===== config.mk =====
export PLATFORM = sky130hd
export DESIGN_NAME = l2_event_arbiter_flat
export DESIGN_NICKNAME = d
export VERILOG_FILES = /design/src/rtl/l2_event_arbiter_if.sv /design/src/rtl/l2_event_arbiter.sv /design/src/flat_wrapper.sv
export SDC_FILE = /design/constraint.sdc
export NUM_CORES = 1
export LEC_CHECK = 0
export ABC_CLOCK_PERIOD_IN_PS = 28200
export CAP_MARGIN = 0
export CORE_MARGIN = 2
export CORE_UTILIZATION = 40
export DETAILED_ROUTE_END_ITERATION = 7
export PLACE_DENSITY_LB_ADDON = 0.25
export RECOVER_POWER = 25
export SLEW_MARGIN = 40
export SYNTH_ARGS = -nofsm -noshare
export SYNTH_HDL_FRONTEND = slang
export SYNTH_SLANG_ARGS = --single-unit

===== constraint.sdc =====
create_clock -name i_clk -period 28.2 [get_ports i_clk]
set_clock_uncertainty 0.05 [all_clocks]
set_input_delay 2.82 -clock i_clk [delete_from_list [all_inputs] [get_ports i_clk]]
set_output_delay 2.82 -clock i_clk [all_outputs]
set_load 0.05 [all_outputs]

===== src/rtl/l2_event_arbiter_if.sv =====
// Bus bundle between the L1 spike source and the L2 event arbiter.
// Latency: none (wires only).
// Backpressure: none; lines that are already pending absorb re-pulses as counted drops.
//
// master : drives the event/enable/clear inputs and observes the arbiter outputs.
// slave  : the arbiter side.
//   i_en, i_event[p_s:1], i_clear          -> arbiter
//   o_event[p_s:1], o_valid, o_busy,
//   o_drop_cnt[p_cnt_w-1:0], o_overflow    <- arbiter
interface l2_event_arbiter_if #(
    parameter int p_s     = 10,
    parameter int p_cnt_w = 16
);
    logic               i_en;
    logic [p_s:1]       i_event;
    logic               i_clear;
    logic [p_s:1]       o_event;
    logic               o_valid;
    logic               o_busy;
    logic [p_cnt_w-1:0] o_drop_cnt;
    logic               o_overflow;

    modport master (
        output i_en, i_event, i_clear,
        input  o_event, o_valid, o_busy, o_drop_cnt, o_overflow
    );

    modport slave (
        input  i_en, i_event, i_clear,
        output o_event, o_valid, o_busy, o_drop_cnt, o_overflow
    );
endinterface


===== src/rtl/l2_event_arbiter.sv =====
// Round-robin serialiser of L1 spikes into at most one one-hot L2 event per cycle.
// Latency: one cycle from i_event to o_event on an idle arbiter; p_gap idle cycles after each grant.
// Backpressure: none; a re-pulse on a line that is already pending and not granted is dropped and counted.
//
// Ports: i_clk, i_rst (async active-high) plain; everything else on bus (slave modport):
//   i_en gates i_event, i_clear zeroes drop count/overflow, o_event/o_valid registered grant,
//   o_busy pending/gap/valid indicator, o_drop_cnt saturating drop count, o_overflow sticky drop flag.
module l2_event_arbiter #(
    parameter int p_s     = 10,
    parameter int p_gap   = 0,
    parameter int p_cnt_w = 16
) (
    input  logic                 i_clk,
    input  logic                 i_rst,
    l2_event_arbiter_if.slave    bus
);
    localparam int PTR_W = $clog2(p_s + 1);
    localparam int POP_W = $clog2(p_s + 1);
    localparam int GAP_W = 4;
    localparam int SUM_W = p_cnt_w + 1;

    typedef enum logic {ST_ARB, ST_GAP} state_t;

    state_t             state_q, state_d;
    logic [p_s:1]       pending_q, pending_d;
    logic [p_s:1]       event_q, event_d;
    logic               valid_q, valid_d;
    logic [PTR_W-1:0]   ptr_q, ptr_d;
    logic [GAP_W-1:0]   gap_q, gap_d;
    logic [p_cnt_w-1:0] drop_cnt_q, drop_cnt_d;
    logic               overflow_q, overflow_d;

    logic [p_s:1]       new_ev;
    logic [p_s:1]       eligible;
    logic [p_s:1]       grant;
    logic [p_s:1]       drop;
    logic               found;
    int                 gidx;
    int                 idx;
    logic [POP_W-1:0]   drop_num;
    logic [p_cnt_w-1:0] cnt_base;
    logic [SUM_W-1:0]   cnt_sum;

    always_comb begin
        new_ev   = bus.i_en ? bus.i_event : '0;
        eligible = pending_q | new_ev;
        grant    = '0;
        found    = 1'b0;
        gidx     = 0;
        idx      = 0;

        // Rotating search starting at ptr, wrapping p_s -> 1.
        if (state_q == ST_ARB) begin
            for (int off = 0; off < p_s; off++) begin
                idx = int'(ptr_q) + off;
                if (idx > p_s) idx = idx - p_s;
                if (!found && eligible[idx]) begin
                    found       = 1'b1;
                    gidx        = idx;
                    grant[idx]  = 1'b1;
                end
            end
        end

        // A granted line keeps its pending bit only if it was already pending and
        // re-pulsed now: the old event is served, the new one is queued behind it.
        drop      = pending_q & new_ev & ~grant;
        pending_d = (grant & pending_q & new_ev) | (~grant & (pending_q | new_ev));

        event_d = grant;
        valid_d = found;

        ptr_d = ptr_q;
        if (found) ptr_d = (gidx == p_s) ? PTR_W'(1) : PTR_W'(gidx + 1);

        state_d = state_q;
        gap_d   = gap_q;
        case (state_q)
            ST_ARB: begin
                if (found && p_gap != 0) begin
                    state_d = ST_GAP;
                    gap_d   = GAP_W'(p_gap);
                end
            end
            ST_GAP: begin
                if (gap_q <= GAP_W'(1)) begin
                    state_d = ST_ARB;
                    gap_d   = '0;
                end else begin
                    gap_d = gap_q - GAP_W'(1);
                end
            end
            default: begin
                state_d = ST_ARB;
                gap_d   = '0;
            end
        endcase

        drop_num = '0;
        for (int k = 1; k <= p_s; k++) drop_num = drop_num + POP_W'(drop[k]);

        // Clear applies first so that drops in the clear cycle still register.
        cnt_base   = bus.i_clear ? '0 : drop_cnt_q;
        cnt_sum    = SUM_W'(cnt_base) + SUM_W'(drop_num);
        drop_cnt_d = cnt_sum[p_cnt_w] ? '1 : cnt_sum[p_cnt_w-1:0];
        overflow_d = (bus.i_clear ? 1'b0 : overflow_q) | (|drop);
    end

    always_ff @(posedge i_clk or posedge i_rst) begin
        if (i_rst) begin
            state_q    <= ST_ARB;
            pending_q  <= '0;
            event_q    <= '0;
            valid_q    <= 1'b0;
            ptr_q      <= PTR_W'(1);
            gap_q      <= '0;
            drop_cnt_q <= '0;
            overflow_q <= 1'b0;
        end else begin
            state_q    <= state_d;
            pending_q  <= pending_d;
            event_q    <= event_d;
            valid_q    <= valid_d;
            ptr_q      <= ptr_d;
            gap_q      <= gap_d;
            drop_cnt_q <= drop_cnt_d;
            overflow_q <= overflow_d;
        end
    end

    assign bus.o_event    = event_q;
    assign bus.o_valid    = valid_q;
    assign bus.o_busy     = valid_q | (|pending_q) | (state_q == ST_GAP);
    assign bus.o_drop_cnt = drop_cnt_q;
    assign bus.o_overflow = overflow_q;
endmodule


===== src/flat_wrapper.sv =====
// flat-port wrapper written by rule: the top's interface ports become plain ports
module l2_event_arbiter_flat 
#(
    parameter int p_s     = 10,
    parameter int p_gap   = 0,
    parameter int p_cnt_w = 16
)
  (i_clk, i_rst, bus_i_en, bus_i_event, bus_i_clear, bus_o_event, bus_o_valid, bus_o_busy, bus_o_drop_cnt, bus_o_overflow);
  l2_event_arbiter_if #(.p_s(p_s), .p_cnt_w(p_cnt_w)) bus_i ();
  input  logic i_clk;
  input  logic i_rst;
  input wire logic [$bits(bus_i.i_en)-1:0] bus_i_en;
  input wire logic [$bits(bus_i.i_event)-1:0] bus_i_event;
  input wire logic [$bits(bus_i.i_clear)-1:0] bus_i_clear;
  output wire logic [$bits(bus_i.o_event)-1:0] bus_o_event;
  output wire logic [$bits(bus_i.o_valid)-1:0] bus_o_valid;
  output wire logic [$bits(bus_i.o_busy)-1:0] bus_o_busy;
  output wire logic [$bits(bus_i.o_drop_cnt)-1:0] bus_o_drop_cnt;
  output wire logic [$bits(bus_i.o_overflow)-1:0] bus_o_overflow;
  assign bus_i.i_en = bus_i_en;
  assign bus_i.i_event = bus_i_event;
  assign bus_i.i_clear = bus_i_clear;
  assign bus_o_event = bus_i.o_event;
  assign bus_o_valid = bus_i.o_valid;
  assign bus_o_busy = bus_i.o_busy;
  assign bus_o_drop_cnt = bus_i.o_drop_cnt;
  assign bus_o_overflow = bus_i.o_overflow;
  l2_event_arbiter #(.p_s(p_s), .p_gap(p_gap), .p_cnt_w(p_cnt_w)) u_core (.i_clk(i_clk), .i_rst(i_rst), .bus(bus_i));
endmodule

Yosys cells after proc, flatten, opt, wreduce, memory -nomap -nowiden
Cells that the tools add are included.

word-level totals
  register bits = 47
  output and inout bits = 29
  input bits = 14

operators by class
  $lt $le $gt $ge = 31
  reductions and logical operators = 30
  bitwise gates (word level) = 20
  muxes and demuxes = 129
  add/sub/neg operators = 31
  eq/ne operators = 1

operators with widths
  cell                   count
  $mux 32                31
  $ge 32x1->1 const B    10
  $lt 32x6->1 const B    10
  $gt 32x5->1 const B    9
  $sub 32x5->32 const B  9
  $mux 10                21
  $or 10x10->10          11
  $mux 1                 53
  $and 10x10->10         5
  $bmux 1 s4             10
  $demux 1 s4            10
  $add 4x1->4            8
  $eq 32x5->1 const B    1
  $mux 16                2
  $add 4x3->5 const B    4
  $reduce_or 10->1       2
  $logic_and 1x1->1      19
  $add 16x4->17          1
  $add 4x2->5 const B    2
  $add 4x4->5 const B    2
  $not 10->10            1
  $logic_not 1->1        9
  $mux 4                 2
  $add 4x1->5 const B    1
  7 further kinds        9

Depth between registers and ports, before layout
  word-level depth = 57
  gate-level depth with buffers = 46
  gate-level depth less buffers = 36

Least setup slack after synthesis
No wires, ideal clock.

  path kind = register to register
  from = register u_core.ptr_q[0]
  to = register u_core.drop_cnt_q[10], in the netlist u_core.bus.o_drop_cnt[10]
  arrival time = 10.683 ns
  path buffers = 12
  clock period less this slack = 10.816 ns
  slack = 17.384 ns
  setup time = 0.083 ns
  data required time = 28.067 ns
  cell stages (with the launch flop) = 44
  cells stage by stage = dfstp_2 buf_6 buf_6 inv_2 clkbuf_1 clkbuf_1 buf_1 clkbuf_1 ha_1 buf_2 inv_1 clkbuf_1 o21ai_0 ha_1 clkbuf_1 o32ai_1 nor3_1 or4_1 [8 not listed] and3_1 ha_1 inv_1 fa_1 fa_1 inv_1 fa_1 fa_1 fa_1 xnor2_1 ha_1 a21o_1 a21oi_1 nor2_1 nand2_1 or4b_2 clkbuf_1 o21ai_0

between the ends
  longest elaborated chain between the ends = 57
  elaborated cells between the ends (all ways) = 207
  classes of those cells = add/sub (29); order compare (30); mux (109); bitwise (11); reduce/logical (28)

RTL lines
  element                                                                 line                     RTL
  from (decl)                                                             l2_event_arbiter.sv:28   logic [PTR_W-1:0] ptr_q, ptr_d;
  from (signal assigned)                                                  l2_event_arbiter.sv:124  ptr_q <= ptr_d;
  parallel branches: the longest is 42 deep, another holds $sub 32x5->32  --
  $mux 10 *                                                               l2_event_arbiter.sv:57   if (!found && eligible[idx]) begin
  $mux 10 *                                                               l2_event_arbiter.sv:53   if (state_q == ST_ARB) begin
  $not 10->10 *                                                           l2_event_arbiter.sv:67   drop = pending_q & new_ev & ~grant;
  $and 10x10->10 *                                                        l2_event_arbiter.sv:67
  $add 1x1->2                                                             l2_event_arbiter.sv:100  for (int k = 1; k <= p_s; k++) drop_num = drop_num + POP_W'(drop[k]);
  $add 4x1->4 (7 in a row)                                                l2_event_arbiter.sv:100
  $add 4x1->4 *                                                           l2_event_arbiter.sv:100
  $add 16x4->17 *                                                         l2_event_arbiter.sv:104  cnt_sum = SUM_W'(cnt_base) + SUM_W'(drop_num);
  $mux 16 *                                                               l2_event_arbiter.sv:105  drop_cnt_d = cnt_sum[p_cnt_w] ? '1 : cnt_sum[p_cnt_w-1:0];
  named net u_core.drop_cnt_d[10]                                         l2_event_arbiter.sv:30   logic [p_cnt_w-1:0] drop_cnt_q, drop_cnt_d;
  to (signal assigned)                                                    l2_event_arbiter.sv:126  drop_cnt_q <= drop_cnt_d;
  to (decl)                                                               l2_event_arbiter.sv:30

Mark *: on every way through the listed nets, which the timed path passes. The select of a mux whose other input is x is not followed.
A chain may end at the register's enable or synchronous reset.

Worst setup path in the final report
  from = input bus_i_en
  to = register u_core.drop_cnt_q[8], in the netlist u_core.bus.o_drop_cnt[8]

between the ends
  longest elaborated chain between the ends = 56
  elaborated cells between the ends (all ways) = 111
  classes of those cells = add/sub (10); mux (70); bitwise (13); reduce/logical (18)

RTL lines
  element                                    line                     RTL
  from (decl)                                flat_wrapper.sv:12       input wire logic [$bits(bus_i.i_en)-1:0] bus_i_en;
  $mux 10 *                                  l2_event_arbiter.sv:45   new_ev = bus.i_en ? bus.i_event : '0;
  $or 10x10->10 *                            l2_event_arbiter.sv:46   eligible = pending_q | new_ev;
  $bmux 1 s4                                 l2_event_arbiter.sv:57
  $mux 1 (not written as such) (2 in a row)  l2_event_arbiter.sv:57
  $mux 1                                     l2_event_arbiter.sv:57
  $mux 1                                     l2_event_arbiter.sv:53
  $logic_not 1->1                            l2_event_arbiter.sv:57
  $logic_and 1x1->1                          l2_event_arbiter.sv:57
  [34 not listed]                            --
  named net u_core.event_d, one bit          l2_event_arbiter.sv:26   logic [p_s:1] event_q, event_d;
  $not 10->10 *                              l2_event_arbiter.sv:67
  $and 10x10->10 *                           l2_event_arbiter.sv:67
  $add 1x1->2 *                              l2_event_arbiter.sv:100
  $add 4x1->4 * (8 in a row)                 l2_event_arbiter.sv:100
  $add 16x4->17 *                            l2_event_arbiter.sv:104
  $mux 16 *                                  l2_event_arbiter.sv:105
  named net u_core.drop_cnt_d[8]             l2_event_arbiter.sv:30

The timed path passes the listed nets; every way through them passes the cells marked *. The select of a mux whose other input is x is not followed.

==> results.yml <==
run_status:
  status: "finished with violations"
  violations: "max-capacitance violations, max-slew violations"
worst_setup_path:
  crit_type: "input port to flop"
  crit_fanout: 25
  cp_common_cell: "fa_1"
  start_kind: "input port"
  slowest_stage: "or4b_2"
  cp.arrival_ns: 12.39
  end_kind: "flop"
  worstPathRequired_ns: 28.36
  slowest_delay_ns: 0.83
sta:
  post-route-min-period_ns: 12.24
  fin_tns_setup_ns: 0
  drv_slew: 48
  period_share: 0.4339
  finalSetupViolCount: 0
  worst_slew_pin_slew_ns: 2.160
  max_slew_margin: -0.4477
  hold_violations: 0
  fmax_ghz: 0.08173
  rsz0062_at_grt: "false"
hold_path:
  hold_path.class: "flop to flop"
floorplan:
  die_x_um: 147.9
  num_io_pins: 43
  core_area_um2: 20300
  die-area_um2: 21860
  initial_utilization: 0.4078
  die_h_um: 147.9
  rows: 52
grt:
  grt_pass1_wl_mm: 50.21
  busiest_layer: "met2"
  grt_pass1_vias: 8465
  grtUsageMet2: 0.4356
  grt_use_total: 0.2962
  grt-ovfl-total: 0
  antenna_found_initial: 0
  use_met3: 0.06698
  grt_max_degree: 74
  met1_usage: 0.4152
logic_synthesis:
  ys_types: 109
  postSynth.asyncResetShare: 1.000
  muxShareOfSynthArea: 0.03053
  synth_top_family_by_area: "simple AND/OR/NAND/NOR gates"
  synth_compound_area_frac: 0.2975
  ys_ff_latch: 47
  synth_nets: 1192
  synth_warnings: 0
  synth-seq-area-share: 0.1422
  syn_avg_cell_area_um2: 7.371
  synth_ff_type: "dfrtp_1"
  synth_xor_area_frac: 0.03250
  syn_inst: 1123
  syn-cell-area_um2: 8278
  synth_edf_count: 0
  synth_adder_area_share: 0.1016
  yosys.area_share.simple: 0.3291
detailed_routing:
  drt-vias-per-instance: 6.660
  wl_per_cell_um: 23.80
  drt_iter0_markers: 1146
  first_pass_iters: 8
  ant_nets: 0
  vias: 9291
  drc_errors: 0
  finalWirelength_mm: 33.20
cts:
  post_cts_resized: 0
  clk-insertion-delay-late_ns: 0.29
  cts_hold_buf: 0
  clock_path_buffers: 2
  htree_levels: 2
  cts_made_buffers: 5
  post_cts_buffers: 0
  path_clk_slew_ns: 0.07
  cts.sinks: 47
  cts_tree: "built"
  root_buffer: "clkbuf_16"
final_layout:
  drive_gt1_frac: 0.08178
  area_growth_pct: 8.857
  nets: 1193
  antenna_cells: 0
place:
  port_buffers: 42
  hpwlAfterDp_mm: 25.72
  gp_congestion: 1.060
flow_run:
  drv_cap: 1
## cell families after synthesis
group | Yosys count
flip-flops | 47
multiplexers | 24
adder cells (fa/ha/maj) | 64
AND/OR/NAND/NOR | 489
XOR/XNOR | 29
buffers and inverters | 124
AO/OA/AOI/OAI | 346
## state kept, by name, summed over array words and instances (netlist names)
| register | cells |
|---|---|
| u_core.gap_q | 4 |
| u_core.bus.o_event | 10 |
| u_core.state_q | 1 |
| u_core.bus.o_valid | 1 |
| u_core.pending_q | 10 |
| u_core.bus.o_drop_cnt | 16 |
| u_core.bus.o_overflow | 1 |
| u_core.ptr_q | 4 |
## worst paths after layout
check / startpoint / endpoint / slack [ns] / cells after the start
max in group asynchronous: i_rst / u_core.bus.o_drop_cnt[12] / 23.63 / 2
max: bus_i_en / u_core.bus.o_drop_cnt[8] / 15.96 / 28
min reg2reg: u_core.gap_q[2] / u_core.gap_q[2] / 0.49 / 2
min: u_core.gap_q[2] / u_core.gap_q[2] / 0.49 / 2
max reg2reg: u_core.ptr_q[0] / u_core.bus.o_drop_cnt[8] / 16.63 / 36
min in group asynchronous: i_rst / u_core.gap_q[2] / 3.49 / 2
## cell type report
type	instances	area [µm²]
Fill cell	2121	11290
Clock buffer	5	125.1
Clock inverter	3	46.29
Sequential cell	47	1177
Timing Repair Buffer	57	533.0
Tap cell	270	337.8
Inverter	61	230.2
Multi-Input combinational cell	952	6561
## layout by cell type (no fill, tap or decap), drive strengths merged, types with 17 or more instances in the layout
cell | netlist | routed
and3 | 23 | 23
o21ai | 69 | 69
clkdlybuf4s50 | 0 | 41
nand2 | 80 | 80
inv | 59 | 59
nor2b | 22 | 22
nor3 | 46 | 46
nand2b | 26 | 26
nor4 | 24 | 24
xnor2 | 24 | 24
mux2i | 17 | 17
o211ai | 17 | 17
a31oi | 22 | 22
dfrtp | 46 | 46
nor2 | 83 | 83
a21oi | 69 | 69
nand4 | 27 | 27
and2 | 23 | 23
ha | 47 | 47
nand3 | 61 | 61
## worst max-delay path: cells and delay by family
family | cells | cell delay (ns)
compound gates | 7 | 2.27
buf+inv | 4 | 0.97
fa+ha+maj | 7 | 3.00
simple gates | 9 | 3.18
xor+xnor | 1 | 0.14
## stage by stage
| stage | area, µm² | util | instances | worst slack [ns] | hold slack, ns |
|---|---|---|---|---|---|
| after global placement | 8826 | 0.4348 | 1387 | 16.05 | 0.4685 |
| after floorplan | 8278 | - | 1123 | 17.38 | 0.4317 |
| after CTS | 9012 | 0.4440 | 1395 | 16.16 | 0.4975 |
| after global routing | 9011 | 0.4439 | 1395 | 15.46 | 0.5525 |
| after detailed placement | 8841 | 0.4355 | 1387 | 15.86 | 0.4818 |
| final | 9011 | 0.4439 | 1395 | 15.96 | 0.4901 |
## synthesized netlist by cell type, drive strengths merged, types with 7 or more instances
library cell,number,area [µm²]
a21o,14,105.1
nand2,80,300.3
or2,14,87.58
and2,23,143.9
nand3b,8,63.81
o32ai,7,68.82
nand2b,26,162.7
o31ai,15,112.6
buf,30,198.9
nor2b,22,137.6
maj3,9,92.59
or4,8,60.06
o221ai,10,105.1
a21oi,69,364.1
o211ai,17,132.6
ha,47,588.1
nor3,46,235.2
inv,59,221.5
dfrtp,46,1151
a211oi,14,110.1
xnor2,24,217.7
nand3,61,325.3
clkbuf,33,123.9
a221oi,9,97.59
or3,14,87.58
nor4,24,180.2
o22ai,11,68.82
o21ai,69,345.3
a31oi,22,137.6
o21a,14,105.1
and3,23,148.9
mux2,7,78.82
nor2,83,314.1
a21boi,7,56.30
mux2i,17,173.9
fa,8,160.2
nor3b,9,67.56
nand4,27,183.9
## layer usage
metal  routed length (µm)  up-vias
li1                     -     4242
met2                13760      537
met1                14410     4418
met4                 1670        0
met5                    0        -
met3                 3355       94
Power is not shown: default switching activity piles up to over one toggle a cycle in this logic, so the estimate is an artifact.
